[src/rtl/tap_ir_decoder_if.sv]
// Strobe/data bundle between the TAP controller and the IR decoder.
// The controller side owns the strobes; the decoder side owns the decoded selects.
interface tap_ir_decoder_if #(
    parameter int IR_WIDTH = 4,
    parameter int NUM_USER = 2
);
    localparam int DRSEL_W = $clog2(NUM_USER + 3);
    localparam int USER_W  = (NUM_USER > 0) ? NUM_USER : 1;

    logic                captureIR_i;
    logic                shiftIR_i;
    logic                updateIR_i;
    logic                tdi_i;
    logic                irTdo_o;
    logic [IR_WIDTH-1:0] instruction_o;
    logic [DRSEL_W-1:0]  drSel_o;
    logic                bypassEnable_o;
    logic                scanEnable_o;
    logic                extest_mode_o;
    logic                sample_mode_o;
    logic                preload_mode_o;
    logic [USER_W-1:0]   userSel_o;
    logic                instrUnknown_o;

    modport master (
        output captureIR_i, shiftIR_i, updateIR_i, tdi_i,
        input  irTdo_o, instruction_o, drSel_o, bypassEnable_o, scanEnable_o,
               extest_mode_o, sample_mode_o, preload_mode_o, userSel_o, instrUnknown_o
    );

    modport slave (
        input  captureIR_i, shiftIR_i, updateIR_i, tdi_i,
        output irTdo_o, instruction_o, drSel_o, bypassEnable_o, scanEnable_o,
               extest_mode_o, sample_mode_o, preload_mode_o, userSel_o, instrUnknown_o
    );
endinterface

[src/rtl/tap_ir_decoder.sv]
// JTAG instruction register (capture/shift/update) with a registered opcode decoder
// producing DR select, boundary-scan mode flags, user DR selects and an unknown flag.
module tap_ir_decoder #(
    parameter int                  IR_WIDTH     = 4,
    parameter logic [IR_WIDTH-1:0] EXTEST_OP    = 'h0,
    parameter logic [IR_WIDTH-1:0] SAMPLE_OP    = 'h1,
    parameter logic [IR_WIDTH-1:0] PRELOAD_OP   = 'h2,
    parameter logic [IR_WIDTH-1:0] IDCODE_OP    = 'h3,
    parameter logic [IR_WIDTH-1:0] USER_BASE_OP = 'h8,
    parameter int                  NUM_USER     = 2,
    parameter bit                  HAS_IDCODE   = 1'b1,
    parameter int                  DRSEL_W      = $clog2(NUM_USER + 3)
) (
    input  logic              clk_i,
    input  logic              rst_i,
    input  logic              testLogicReset_i,
    tap_ir_decoder_if.slave   bus
);
    localparam int USER_W = (NUM_USER > 0) ? NUM_USER : 1;
    localparam logic [IR_WIDTH-1:0] CAPTURE_PAT = {{(IR_WIDTH-1){1'b0}}, 1'b1};
    localparam logic [IR_WIDTH-1:0] RESET_OP    = HAS_IDCODE ? IDCODE_OP : {IR_WIDTH{1'b1}};

    typedef struct packed {
        logic [DRSEL_W-1:0] drsel;
        logic               byp;
        logic               scan;
        logic               ext;
        logic               smp;
        logic               pre;
        logic [USER_W-1:0]  usel;
        logic               unk;
    } dec_t;

    // Fixed opcodes are tested first so they win over any overlapping user opcode.
    function automatic dec_t decode(input logic [IR_WIDTH-1:0] op);
        dec_t d;
        d = '0;
        if (op == EXTEST_OP) begin
            d.scan  = 1'b1;
            d.ext   = 1'b1;
            d.drsel = DRSEL_W'(1);
        end else if (op == SAMPLE_OP) begin
            d.scan  = 1'b1;
            d.smp   = 1'b1;
            d.drsel = DRSEL_W'(1);
        end else if (op == PRELOAD_OP) begin
            d.scan  = 1'b1;
            d.pre   = 1'b1;
            d.drsel = DRSEL_W'(1);
        end else if (HAS_IDCODE && (op == IDCODE_OP)) begin
            d.drsel = DRSEL_W'(2);
        end else begin
            d.byp = 1'b1;
            d.unk = (op != {IR_WIDTH{1'b1}});
            for (int k = 0; k < NUM_USER; k++) begin
                if (d.byp && (op == USER_BASE_OP + IR_WIDTH'(k))) begin
                    d.byp     = 1'b0;
                    d.unk     = 1'b0;
                    d.usel[k] = 1'b1;
                    d.drsel   = DRSEL_W'(3 + k);
                end
            end
        end
        return d;
    endfunction

    logic [IR_WIDTH-1:0] sr_q, sr_d;
    logic [IR_WIDTH-1:0] ir_q, ir_d;
    dec_t                dec_q, dec_d;

    always_comb begin
        sr_d = sr_q;
        ir_d = ir_q;
        if (bus.updateIR_i) begin
            ir_d = sr_q;
        end else if (bus.shiftIR_i) begin
            sr_d = {bus.tdi_i, sr_q[IR_WIDTH-1:1]};
        end else if (bus.captureIR_i) begin
            sr_d = CAPTURE_PAT;
        end
        dec_d = decode(ir_d);
    end

    always_ff @(posedge clk_i) begin
        if (rst_i || testLogicReset_i) begin
            sr_q  <= CAPTURE_PAT;
            ir_q  <= RESET_OP;
            dec_q <= decode(RESET_OP);
        end else begin
            sr_q  <= sr_d;
            ir_q  <= ir_d;
            dec_q <= dec_d;
        end
    end

    assign bus.irTdo_o        = sr_q[0];
    assign bus.instruction_o  = ir_q;
    assign bus.drSel_o        = dec_q.drsel;
    assign bus.bypassEnable_o = dec_q.byp;
    assign bus.scanEnable_o   = dec_q.scan;
    assign bus.extest_mode_o  = dec_q.ext;
    assign bus.sample_mode_o  = dec_q.smp;
    assign bus.preload_mode_o = dec_q.pre;
    assign bus.userSel_o      = dec_q.usel;
    assign bus.instrUnknown_o = dec_q.unk;
endmodule

[src/flat_wrapper.sv]
// flat-port wrapper written by rule: the top's interface ports become plain ports
module tap_ir_decoder_flat 
#(
    parameter int                  IR_WIDTH     = 4,
    parameter logic [IR_WIDTH-1:0] EXTEST_OP    = 'h0,
    parameter logic [IR_WIDTH-1:0] SAMPLE_OP    = 'h1,
    parameter logic [IR_WIDTH-1:0] PRELOAD_OP   = 'h2,
    parameter logic [IR_WIDTH-1:0] IDCODE_OP    = 'h3,
    parameter logic [IR_WIDTH-1:0] USER_BASE_OP = 'h8,
    parameter int                  NUM_USER     = 2,
    parameter bit                  HAS_IDCODE   = 1'b1,
    parameter int                  DRSEL_W      = $clog2(NUM_USER + 3)
)
  (clk_i, rst_i, testLogicReset_i, bus_captureIR_i, bus_shiftIR_i, bus_updateIR_i, bus_tdi_i, bus_irTdo_o, bus_instruction_o, bus_drSel_o, bus_bypassEnable_o, bus_scanEnable_o, bus_extest_mode_o, bus_sample_mode_o, bus_preload_mode_o, bus_userSel_o, bus_instrUnknown_o);
  tap_ir_decoder_if #(.IR_WIDTH(IR_WIDTH), .NUM_USER(NUM_USER)) bus_i ();
  input  logic clk_i;
  input  logic rst_i;
  input  logic testLogicReset_i;
  input wire logic [$bits(bus_i.captureIR_i)-1:0] bus_captureIR_i;
  input wire logic [$bits(bus_i.shiftIR_i)-1:0] bus_shiftIR_i;
  input wire logic [$bits(bus_i.updateIR_i)-1:0] bus_updateIR_i;
  input wire logic [$bits(bus_i.tdi_i)-1:0] bus_tdi_i;
  output wire logic [$bits(bus_i.irTdo_o)-1:0] bus_irTdo_o;
  output wire logic [$bits(bus_i.instruction_o)-1:0] bus_instruction_o;
  output wire logic [$bits(bus_i.drSel_o)-1:0] bus_drSel_o;
  output wire logic [$bits(bus_i.bypassEnable_o)-1:0] bus_bypassEnable_o;
  output wire logic [$bits(bus_i.scanEnable_o)-1:0] bus_scanEnable_o;
  output wire logic [$bits(bus_i.extest_mode_o)-1:0] bus_extest_mode_o;
  output wire logic [$bits(bus_i.sample_mode_o)-1:0] bus_sample_mode_o;
  output wire logic [$bits(bus_i.preload_mode_o)-1:0] bus_preload_mode_o;
  output wire logic [$bits(bus_i.userSel_o)-1:0] bus_userSel_o;
  output wire logic [$bits(bus_i.instrUnknown_o)-1:0] bus_instrUnknown_o;
  assign bus_i.captureIR_i = bus_captureIR_i;
  assign bus_i.shiftIR_i = bus_shiftIR_i;
  assign bus_i.updateIR_i = bus_updateIR_i;
  assign bus_i.tdi_i = bus_tdi_i;
  assign bus_irTdo_o = bus_i.irTdo_o;
  assign bus_instruction_o = bus_i.instruction_o;
  assign bus_drSel_o = bus_i.drSel_o;
  assign bus_bypassEnable_o = bus_i.bypassEnable_o;
  assign bus_scanEnable_o = bus_i.scanEnable_o;
  assign bus_extest_mode_o = bus_i.extest_mode_o;
  assign bus_sample_mode_o = bus_i.sample_mode_o;
  assign bus_preload_mode_o = bus_i.preload_mode_o;
  assign bus_userSel_o = bus_i.userSel_o;
  assign bus_instrUnknown_o = bus_i.instrUnknown_o;
  tap_ir_decoder #(.IR_WIDTH(IR_WIDTH), .EXTEST_OP(EXTEST_OP), .SAMPLE_OP(SAMPLE_OP), .PRELOAD_OP(PRELOAD_OP), .IDCODE_OP(IDCODE_OP), .USER_BASE_OP(USER_BASE_OP), .NUM_USER(NUM_USER), .HAS_IDCODE(HAS_IDCODE), .DRSEL_W(DRSEL_W)) u_core (.clk_i(clk_i), .rst_i(rst_i), .testLogicReset_i(testLogicReset_i), .bus(bus_i));
endmodule
[config.mk]
export PLATFORM = sky130hd
export DESIGN_NAME = tap_ir_decoder_flat
export DESIGN_NICKNAME = d
export VERILOG_FILES = /design/src/rtl/tap_ir_decoder_if.sv /design/src/rtl/tap_ir_decoder.sv /design/src/flat_wrapper.sv
export SDC_FILE = /design/constraint.sdc
export NUM_CORES = 1
export LEC_CHECK = 0
export ABC_CLOCK_PERIOD_IN_PS = 1400
export CAP_MARGIN = 25
export CELL_PAD_IN_SITES_DETAIL_PLACEMENT = 1
export CELL_PAD_IN_SITES_GLOBAL_PLACEMENT = 1
export CORE_MARGIN = 2
export CORE_UTILIZATION = 28
export CTS_CLUSTER_DIAMETER = 80
export DETAILED_ROUTE_END_ITERATION = 8
export PLACE_DENSITY_LB_ADDON = 0.1
export SKIP_CTS_REPAIR_TIMING = 1
export SLEW_MARGIN = 20
export SYNTH_ARGS = -nofsm -noshare
export SYNTH_HDL_FRONTEND = slang
export SYNTH_SLANG_ARGS = --single-unit
[constraint.sdc]
create_clock -name clk_i -period 1.4 [get_ports clk_i]
set_input_delay 0.35 -clock clk_i [delete_from_list [all_inputs] [get_ports clk_i]]
set_output_delay 0.35 -clock clk_i [all_outputs]
set_load 0.02 [all_outputs]
== Word-level counts from Yosys, hierarchy flattened ==
Cells that the tools add are included.
Cells by class
  reductions and logical operators: 10
  multiplexer cells: 20
  bitwise gates (word level): 1
  equality and inequality tests: 6
Operators with widths (number)
  $mux W4: 8
  $mux W2: 5
  $eq A4 B2 Y1 const B: 2
  $eq A4 B4 Y1 const B: 2
  $reduce_or A7 Y1: 1
  $mux W1: 6
  $reduce_or A6 Y1: 1
  $reduce_or A5 Y1: 1
  $eq A4 B1 Y1 const B: 1
  $logic_not A4 Y1: 1
  $ne A4 B4 Y1 const B: 1
  $mux W3: 1
  $reduce_or A3 Y1: 1
  $reduce_and A2 Y1: 1
  $reduce_bool A2 Y1: 1
  $reduce_or A2 Y1: 1
  $logic_and A1 B1 Y1: 1
  $logic_or A1 B1 Y1: 1
  $not A1 Y1: 1
Storage, ports and cells
  word-level logic and storage cells: 48
  output and inout bits: 16
  bits in registers: 19

== Longest topological paths before layout ==
Gate-level depths: netlist of run 1.
  word-level depth: 13
  gate-level depth with buffers: 4
  depth with buffers taken out: 3

== Least setup slack after synthesis of run 1 ==
Ideal clock, no wire load.
  path kind: input port to flip-flop
  start point: input port bus_updateIR_i
  end point: register u_core.dec_q (netlist bit u_core.bus.instrUnknown_o)
  slack: -0.037 ns
  stages on the path: 4
  data arrival time: 1.322 ns
  buffers on the path: 1
  data required time: 1.285 ns
  cell sequence: buf_6 -> mux2i_2 -> or4_1 -> and3_1
On the way
  cells in the longest elaborated chain, start to end: 9
Ends and longest elaborated chain
  start: declaration: line flat_wrapper.sv:21  | input wire logic [$bits(bus_i.updateIR_i)-1:0] bus_updateIR_i;
  $mux W4 (*): line tap_ir_decoder.sv:74  | if (bus.updateIR_i) begin
  $eq A4 B4 Y1: line tap_ir_decoder.sv:56  | if (d.byp && (op == USER_BASE_OP + IR_WIDTH'(k))) begin
  $mux W3: line tap_ir_decoder.sv:56
  $mux W4: line tap_ir_decoder.sv:50  | end else if (HAS_IDCODE && (op == IDCODE_OP)) begin
  $mux W4: line tap_ir_decoder.sv:46  | end else if (op == PRELOAD_OP) begin
  $mux W4: line tap_ir_decoder.sv:42  | end else if (op == SAMPLE_OP) begin
  $mux W4: line tap_ir_decoder.sv:38  | if (op == EXTEST_OP) begin
  $logic_and A1 B1 Y1: line tap_ir_decoder.sv:56
  $reduce_or A7 Y1 (no source line)
  end signal: assignment: line tap_ir_decoder.sv:88  | dec_q <= decode(RESET_OP);
  end: declaration: line tap_ir_decoder.sv:69  | dec_t dec_q, dec_d;
Every way passes the cells marked *; elsewhere a longest branch is shown, timed or not. The select of a mux whose other input is x is not followed.
A chain may end at the register's enable or synchronous reset.

== Final worst setup path of run 1 ==
Ends and elaborated chain as after synthesis.

==> results of run 1 <==
==> routing by layer <==
metal,routed length [um],part of all wire,GRT usage,vias up
met3,63,0.045,0.0287,2
li1,-,-,-,269
met5,0,0,0,-
met4,17,0.012,0.0921,0
met2,752,0.53,0.207,11
met1,578,0.41,0.142,239
==> metrics by stage <==
step / hold WS, ns / area, um^2 / worst slack, ns / power [mW] / setup TNS [ns]
floorplan: 0.488 / 632 / -0.0374 / 0.586 / -0.0374
global placement: 0.529 / 921 / -0.608 / 0.636 / -7.41
detailed placement: 0.516 / 921 / -0.674 / 0.637 / -8.43
CTS: 0.542 / 957 / -0.351 / 0.959 / -6.10
global route: 0.609 / 1000 / 0.0162 / 0.987 / 0
finish: 0.559 / 1000 / 0.0843 / 0.935 / 0
==> critical path, delay by kind of cell <==
kind	cells	cell delay [ns]
simple gates	2	0.69
mux	1	0.24
buf+inv	1	0.23
==> sequential cells by signal, summed over array words and instances, names as in the netlist <==
name / cells
u_core.bus.drSel_o: 3
u_core.bus.sample_mode_o: 1
u_core.bus.userSel_o: 1
u_core.bus.scanEnable_o: 1
u_core.bus.preload_mode_o: 1
u_core.sr_q: 4
u_core.bus.instruction_o: 4
u_core.bus.instrUnknown_o: 1
u_core.bus.extest_mode_o: 1
u_core.bus.bypassEnable_o: 1
==> final timing paths <==
path | from | end | slack, ns | cells after the start
worst min register to register | u_core.sr_q[1] | u_core.sr_q[0] | 0.56 | 2
worst max-delay path | bus_updateIR_i | u_core.bus.instrUnknown_o | 0.08 | 4
worst min-delay path | u_core.sr_q[1] | u_core.sr_q[0] | 0.56 | 2
worst max register to register | u_core.sr_q[3] | u_core.bus.drSel_o[0] | 0.11 | 4
==> cell families (layout without fill, tap and decap cells) <==
family | Yosys count | after routing | synth area share
buffers and inverters | 2 | 33 | 0.0297
AND/OR/NAND/NOR | 27 | 27 | 0.224
adder cells (fa/ha/maj) | 1 | 1 | 0.0158
multiplexers | 4 | 4 | 0.0753
flip-flops | 18 | 18 | 0.570
AO/OA/AOI/OAI | 8 | 8 | 0.0851
==> power by group through the flow <==
stage	Sequential, mW	Combinational (mW)	Clock, mW
6_report	0.526	0.0960	0.313
2_1_floorplan	0.549	0.0368	0
3_3_place_gp	0.538	0.0979	0
5_1_grt	0.528	0.106	0.353
3_5_place_dp	0.538	0.0986	0
4_1_cts	0.526	0.0991	0.334
==> synth_stat cells (all sizes together) <==
library cell  number
nand2              3
nand3              1
or2                1
nor2b              2
o21bai             1
or4                1
and3               2
and2b              1
mux2i              4
and2               1
nand4b             1
nand3b             1
maj3               1
buf                2
o21ai              3
a22oi              3
nor2              11
nor3               1
or2b               1
o311ai             1
dfxtp             18
==> layout make-up <==
cell class / instances / share of cell area
flip-flops and latches: 18 / 0.359
well taps: 28 / 0.0349
clock buffers: 4 / 0.0362
multi-input cells: 40 / 0.256
repair buffers: 29 / 0.314
==> results.cfg, run 1 <==
[status]
outcome = finished clean

[timing]
finClkSkew_ns = 0.00472
slew_viol_final = 0
setup_viol = 0
final_hold_viol_count = 0
timing.fmax_mhz = 760
fin_crit_ns = 1.32
relSlewSlack = 0.728
rsz0062_at_grt = false
worstMarginPinSlew_ns = 0.397
timing.final.crit_share = 0.940

[global_routing]
grt_usage = 0.126
antenna_found_initial = 0
grt_first_pass_wirelength_um = 2410
first_global_vias = 551
grt_max_degree = 11
grt_overflow = 0

[drt]
firstDrtPassIters = 2
vias = 521
viasPerCell = 4.38
wl_per_cell_um = 11.9
drt_wl_total_um = 1410
drc = 0
ant_nets = 0
drtIter0Drc = 1

[floorplanning]
initial_core_util = 0.291
die_area_um2 = 2650
fp.dieW_um = 51.5
core_um2 = 2170
rows = 17
io_pins = 23
die_h_um = 51.5

[synthesis]
synth_area_um2 = 632
synthesis.nets = 67
yosysSeqAreaShare = 0.570
yosysUniqueCellTypes = 23
ys_top_cells_by_area = dfxtp_1, nor2_1, mux2i_2
yosysWarnings = 0
post-synth-top-area-cell = dfxtp_1
synth_area_per_cell_um2 = 10.5
yosys.area.top_type_share = 0.570
ys_ff_latch = 18
syn_inst = 60

[clock_tree]
cts.sinks = 18
path_clk_slew_ns = 0.10
clock_path_buffers = 2
numCtsBuffers = 3
cts_root_buf = clkbuf_4
htreeDepth = 1
tritoncts = built
clk_latency_ns = 0.29

[power]
power_density_nw_per_um2 = 932
power_switching_mw = 0.203
p_seq_frac = 0.563
p_int_mw = 0.731
netSwitchingFraction = 0.218
clkPwrFrac = 0.335
leakage_nw = 0.606
max-vdd-ir-drop_uv = 434
p_comb_frac = 0.103

[worst_setup_path]
crit_required_ns = 1.59
worstSetupStartpointType = primary input
cpPeakStageDelay_ns = 0.51
cpMaxStageDelayCell = or4_1
cp_cell_sequence = dlymetal6s2s_1, mux2i_2, or4_1, and3_1
crit_arrival_ns = 1.51
end_kind = flip-flop
critPathKind = in2reg
crit_fanout = 6

[min_path]
hp-class = reg2reg

[place]
io_buffers = 22
dp_hpwl_um = 1070
gp_congestion = 0.687
place_inst = 115

[flow_run]
maxCapViolCount = 0

[layout]
fin_cells = 119
layout_commonest_cell = dfxtp_1
syn_to_final_growth_pct = 58.8
final_cell_mix = dfxtp_1, dlymetal6s2s_1, nor2_1, buf_4, clkdlybuf4s50_1
drive_gt1_frac = 0.176
final_util = 0.463
n_fill_cell = 263
seq_area_um2 = 360
multi_input_area_um2 = 256
fin_nets = 99
antenna_cells = 0
Power figures use the tool's default switching activity.
==> run 2: changes to the inputs <==
--- a/config.mk
+++ b/config.mk
@@ -5,15 +5,16 @@
 export SDC_FILE = /design/constraint.sdc
 export NUM_CORES = 1
 export LEC_CHECK = 0
-export ABC_CLOCK_PERIOD_IN_PS = 1400
+export ABC_CLOCK_PERIOD_IN_PS = 1600
 export CAP_MARGIN = 25
 export CELL_PAD_IN_SITES_DETAIL_PLACEMENT = 1
 export CELL_PAD_IN_SITES_GLOBAL_PLACEMENT = 1
 export CORE_MARGIN = 2
-export CORE_UTILIZATION = 28
+export CORE_UTILIZATION = 33
 export CTS_CLUSTER_DIAMETER = 80
 export DETAILED_ROUTE_END_ITERATION = 8
 export PLACE_DENSITY_LB_ADDON = 0.1
+export RECOVER_POWER = 25
 export SKIP_CTS_REPAIR_TIMING = 1
 export SLEW_MARGIN = 20
 export SYNTH_ARGS = -nofsm -noshare
==> constraint.sdc (replaced) <==
create_clock -name clk_i -period 1.6 [get_ports clk_i]
set_input_delay 0.4 -clock clk_i [delete_from_list [all_inputs] [get_ports clk_i]]
set_output_delay 0.4 -clock clk_i [all_outputs]
set_load 0.02 [all_outputs]
==> run 2 against run 1 <==
  * Die area decreased by 14%
  * Setup slack improved by 0.14 ns
  * Sequential power decreased by 13%
  * Combinational power decreased by 16%
  * Clock skew increased by 0.0092 ns
  * Clock-buffer cell count unchanged
  * Final area decreased by 1.1%
  * Critical endpoint unchanged
==> results.cfg, run 2 (synthesis gave the netlist of run 1 again) <==
[worst_setup_path]
crit_family = simple AND/OR/NAND/NOR gates
cpPeakStageDelay_ns = 0.52
cpMaxStageDelayCell = or4_1
reg2reg_depth = 3
r2r-start = u_core.sr_q[3]
cp_cell_sequence = dlymetal6s2s_1, mux2i_1, or4_1, and3_1
crit_fanout = 6
r2r_end = u_core.bus.instrUnknown_o
path_buf_inv = 1
crit_required_ns = 1.81
worstSetupStartpointType = primary input
critPathKind = in2reg
reg2reg_slack_ns = 0.27
end_kind = flip-flop
crit_arrival_ns = 1.59

[timing]
fin_crit_ns = 1.38
relSlewSlack = 0.722
setup_viol = 0
timing.final.crit_share = 0.862
final.setup.worst_slack_ns = 0.221
rsz0062_at_grt = false
slew_viol_final = 0
finClkSkew_ns = 0.0139
timing.fmax_mhz = 725
worstMarginPinSlew_ns = 0.405
final_hold_viol_count = 0

[drt]
wl_per_cell_um = 11.1
viasPerCell = 4.56
ant_nets = 0
drc = 0
drtIter0Drc = 5
drt_wl_total_um = 1290
vias = 529
firstDrtPassIters = 3

[layout]
drive_gt1_frac = 0.154
final_area_um2 = 992
final_cell_mix = dfxtp_1, dlymetal6s2s_1, nor2_1, buf_4, clkdlybuf4s50_1
multi_input_area_um2 = 253
layout_commonest_cell = dfxtp_1
n_fill_cell = 213
antenna_cells = 0
seq_area_um2 = 360
syn_to_final_growth_pct = 57.0
fin_nets = 99

[clock_tree]
numCtsBuffers = 3
clk_latency_ns = 0.30
clock_path_buffers = 2
htreeDepth = 1
tritoncts = built
path_clk_slew_ns = 0.11
cts.sinks = 18
cts_root_buf = clkbuf_4

[status]
outcome = finished clean

[min_path]
hp-start = u_core.sr_q[2]
hold_end = u_core.sr_q[1]
hold_depth = 2
hp-class = reg2reg

[floorplanning]
core_um2 = 1760
fp.dieW_um = 47.8
rows = 15
initial_core_util = 0.358
die_area_um2 = 2280
die_h_um = 47.8
io_pins = 23

[global_routing]
grt_usage = 0.145
grt_first_pass_wirelength_um = 2090
antenna_found_initial = 0
grt_overflow = 0
grt_max_degree = 11
first_global_vias = 460

[place]
pre_cts_slack_ns = -0.466
dp_hpwl_um = 975
gp_congestion = 0.702
io_buffers = 22
placed_area_um2 = 917

[power]
leakage_nw = 0.605
clkPwrFrac = 0.342
netSwitchingFraction = 0.223
p_seq_frac = 0.560
power_density_nw_per_um2 = 827
power_switching_mw = 0.183
p_int_mw = 0.638
p_comb_frac = 0.098
max-vdd-ir-drop_uv = 509

[flow_run]
maxCapViolCount = 0
## run 2: changes by cell type in the layout (fill, tap and decap cells not counted)
cell	previous run	this run
buf_4	7	6
mux2i_2	3	2
dlygate4sd3_1	0	1
clkdlybuf4s50_1	5	4
mux2i_1	1	2
clkbuf_1	0	1
## run 2: layout make-up
type / count / area share
Sequential cell: 18 / 0.363
Clock buffer: 4 / 0.0366
Timing Repair Buffer: 29 / 0.314
Multi-Input combinational cell: 40 / 0.255
Tap cell: 25 / 0.0315
## run 2: worst max-delay path by stage
stage | startpoint | slack [ns] | to | cells after the start
floorplan | bus_updateIR_i | 0.11 | u_core.bus.instrUnknown_o | 4
global placement | bus_updateIR_i | -0.43 | u_core.bus.instrUnknown_o | 4
detailed placement | bus_updateIR_i | -0.47 | u_core.bus.instrUnknown_o | 4
CTS | bus_updateIR_i | -0.16 | u_core.bus.instrUnknown_o | 4
global route | bus_updateIR_i | 0.14 | u_core.bus.instrUnknown_o | 5
finish | bus_updateIR_i | 0.22 | u_core.bus.instrUnknown_o | 4
## run 2: layer usage
layer  wire length (um)  track usage  up-vias
met5                  0            0        -
met4                 29        0.114        0
met3                 71       0.0491        4
met2                555        0.195       15
met1                634        0.186      239
li1                   -            -      271
## run 2: power by group through the flow
stage / Sequential [mW] / Clock [mW] / Combinational [mW]
3_5_place_dp: 0.471 / 0 / 0.0850
2_1_floorplan: 0.481 / 0 / 0.0322
5_1_grt: 0.461 / 0.313 / 0.0884
3_3_place_gp: 0.470 / 0 / 0.0849
6_report: 0.460 / 0.281 / 0.0808
4_1_cts: 0.460 / 0.291 / 0.0853
## run 2: tightest hold or removal path: cells and delay by family (launching register included)
family | cells | cell delay [ns]
flops | 1 | 0.37
simple gates | 1 | 0.08
compound gates | 1 | 0.07
## run 2: through the flow
stage          setup TNS, ns   util  power [mW]  hold slack [ns]  instances
2_1_floorplan              0      -       0.513            0.488         60
3_3_place_gp           -3.96  0.520       0.555            0.524        112
3_5_place_dp           -4.54  0.520       0.556            0.529        112
4_1_cts                -1.71  0.540       0.837            0.555        116
5_1_grt                    0  0.562       0.862            0.607        116
6_report                   0  0.562       0.821            0.552        116
==> run 3: changes to the inputs <==
--- a/config.mk
+++ b/config.mk
@@ -13,6 +13,7 @@
 export CORE_UTILIZATION = 33
 export CTS_CLUSTER_DIAMETER = 80
 export DETAILED_ROUTE_END_ITERATION = 8
+export GPL_TIMING_DRIVEN = 0
 export PLACE_DENSITY_LB_ADDON = 0.1
 export RECOVER_POWER = 25
 export SKIP_CTS_REPAIR_TIMING = 1
==> run 3 against run 2 <==
  * Register-to-register slack worse by 0.03 ns
  * Clock-buffer cell count is 1 lower
  * Setup slack better by 0.020 ns
  * Final area is 8.3% lower
  * Sequential cell count stayed put
  * Routed wire length is 7.1% lower
  * Fmax is 1.5% higher
  * Largest power group unchanged
  * Highest routed layer unchanged
==> results.cfg, run 3 (synthesis gave the netlist of run 1 again) <==
[power]
power_switching_mw = 0.157
clkPwrFrac = 0.276
p_comb_frac = 0.099
p_seq_frac = 0.625
netSwitchingFraction = 0.213
max-vdd-ir-drop_uv = 556
power_density_nw_per_um2 = 809
total_power_mw = 0.736
p_int_mw = 0.579
leakage_nw = 0.508

[global_routing]
grt_max_degree = 11
antenna_found_initial = 0
grt_first_pass_wirelength_um = 1940
first_global_vias = 454
grt_overflow = 0
grt_usage = 0.125

[min_path]
hold_end = u_core.bus.instruction_o[3]
hold_depth = 3
hp-start = bus_updateIR_i
hp-class = in2reg

[timing]
fin_crit_ns = 1.36
final_hold_viol_count = 0
finClkSkew_ns = 0.00522
tns_ns = 0
slew_viol_final = 0
final.setup.worst_slack_ns = 0.241
timing.final.crit_share = 0.849
rsz0062_at_grt = false
timing.fmax_mhz = 736
worstMarginPinSlew_ns = 0.547
setup_viol = 0
relSlewSlack = 0.625
fin_hold_ws_ns = 0.479

[place]
place_inst = 106
io_buffers = 21
gp_congestion = 0.659
dp_hpwl_um = 910
placed_area_um2 = 873
pre_cts_slack_ns = -0.0425

[status]
outcome = finished clean

[clock_tree]
cts_root_buf = clkbuf_4
tritoncts = built
htreeDepth = 1
cts.sinks = 18
numCtsBuffers = 3
clock_path_buffers = 2
path_clk_slew_ns = 0.09
clk_latency_ns = 0.28

[worst_setup_path]
cp.depth = 4
crit_required_ns = 1.81
path_buf_inv = 1
worstSetupStartpointType = primary input
reg2reg_slack_ns = 0.24
reg2reg_depth = 3
end_kind = flip-flop
r2r_end = u_core.bus.instrUnknown_o
cp_cell_sequence = clkdlybuf4s50_1, nor2_1, nand3_1, nor2_1
crit_family = simple AND/OR/NAND/NOR gates
cpMostUsedCell = nor2_1
r2r-start = u_core.sr_q[2]
cpMaxStageDelayCell = nor2_1
cpPeakStageDelay_ns = 0.45
crit_arrival_ns = 1.57
crit_fanout = 10
critPathKind = in2reg

[floorplanning]
fp.dieW_um = 47.8
io_pins = 23
die_h_um = 47.8
rows = 15
die_area_um2 = 2280
core_um2 = 1760
initial_core_util = 0.358

[drt]
vias = 514
firstDrtPassIters = 2
viasPerCell = 4.72
wl_per_cell_um = 11.0
drt_wl_total_um = 1200
drc = 0
drtIter0Drc = 2
ant_nets = 0

[flow_run]
maxCapViolCount = 0

[layout]
final_cell_mix = dfxtp_1, dlymetal6s2s_1, nor2_1, clkdlybuf4s50_1
seq_area_um2 = 360
antenna_cells = 0
final_area_um2 = 910
syn_to_final_growth_pct = 44.0
layout_commonest_cell = dfxtp_1
drive_gt1_frac = 0.107
fin_nets = 93
final_util = 0.516
fin_cells = 109
n_fill_cell = 209
multi_input_area_um2 = 253
## run 3: changes by cell type in the layout (fill, tap and decap cells not counted)
cell / change
buf_4: -5
dlymetal6s2s_1: -4
clkbuf_1: +2
buf_6: +1
clkbuf_8: -1
or2_0: +1
or2_1: -1
## run 3: cell type report
| class | count | area share |
|---|---|---|
| clock buffers | 3 | 0.0248 |
| plain buffers | 2 | 0.0206 |
| repair buffers | 21 | 0.246 |
| flip-flops and latches | 18 | 0.396 |
| well taps | 25 | 0.0344 |
| multi-input cells | 40 | 0.278 |
## run 3: tightest hold or removal path: stages
cell	delay, ns
buf_6	0.11
mux2i_2	0.12
nor2_1	0.10
## run 3: routing by layer
layer	routed length, um	track usage
met5	0	0
met4	11	0.0324
met3	82	0.0566
met2	555	0.187
met1	549	0.164
## run 3: worst max path at each step
stage,startpoint,end
after floorplan,bus_updateIR_i,u_core.bus.instrUnknown_o
after global placement,testLogicReset_i,u_core.bus.userSel_o[0]
after detailed placement,testLogicReset_i,u_core.bus.extest_mode_o
after CTS,u_core.bus.drSel_o[2],bus_userSel_o[1]
after global routing,u_core.sr_q[2],u_core.bus.drSel_o[1]
final,testLogicReset_i,u_core.bus.extest_mode_o
## run 3: power by group through the flow
| stage | Combinational [mW] | Clock [mW] | Sequential, mW |
|---|---|---|---|
| after floorplan | 0.0322 | 0 | 0.481 |
| after global placement | 0.0772 | 0 | 0.470 |
| after detailed placement | 0.0782 | 0 | 0.471 |
| after CTS | 0.0787 | 0.216 | 0.460 |
| after global routing | 0.0796 | 0.229 | 0.461 |
| final | 0.0728 | 0.203 | 0.459 |
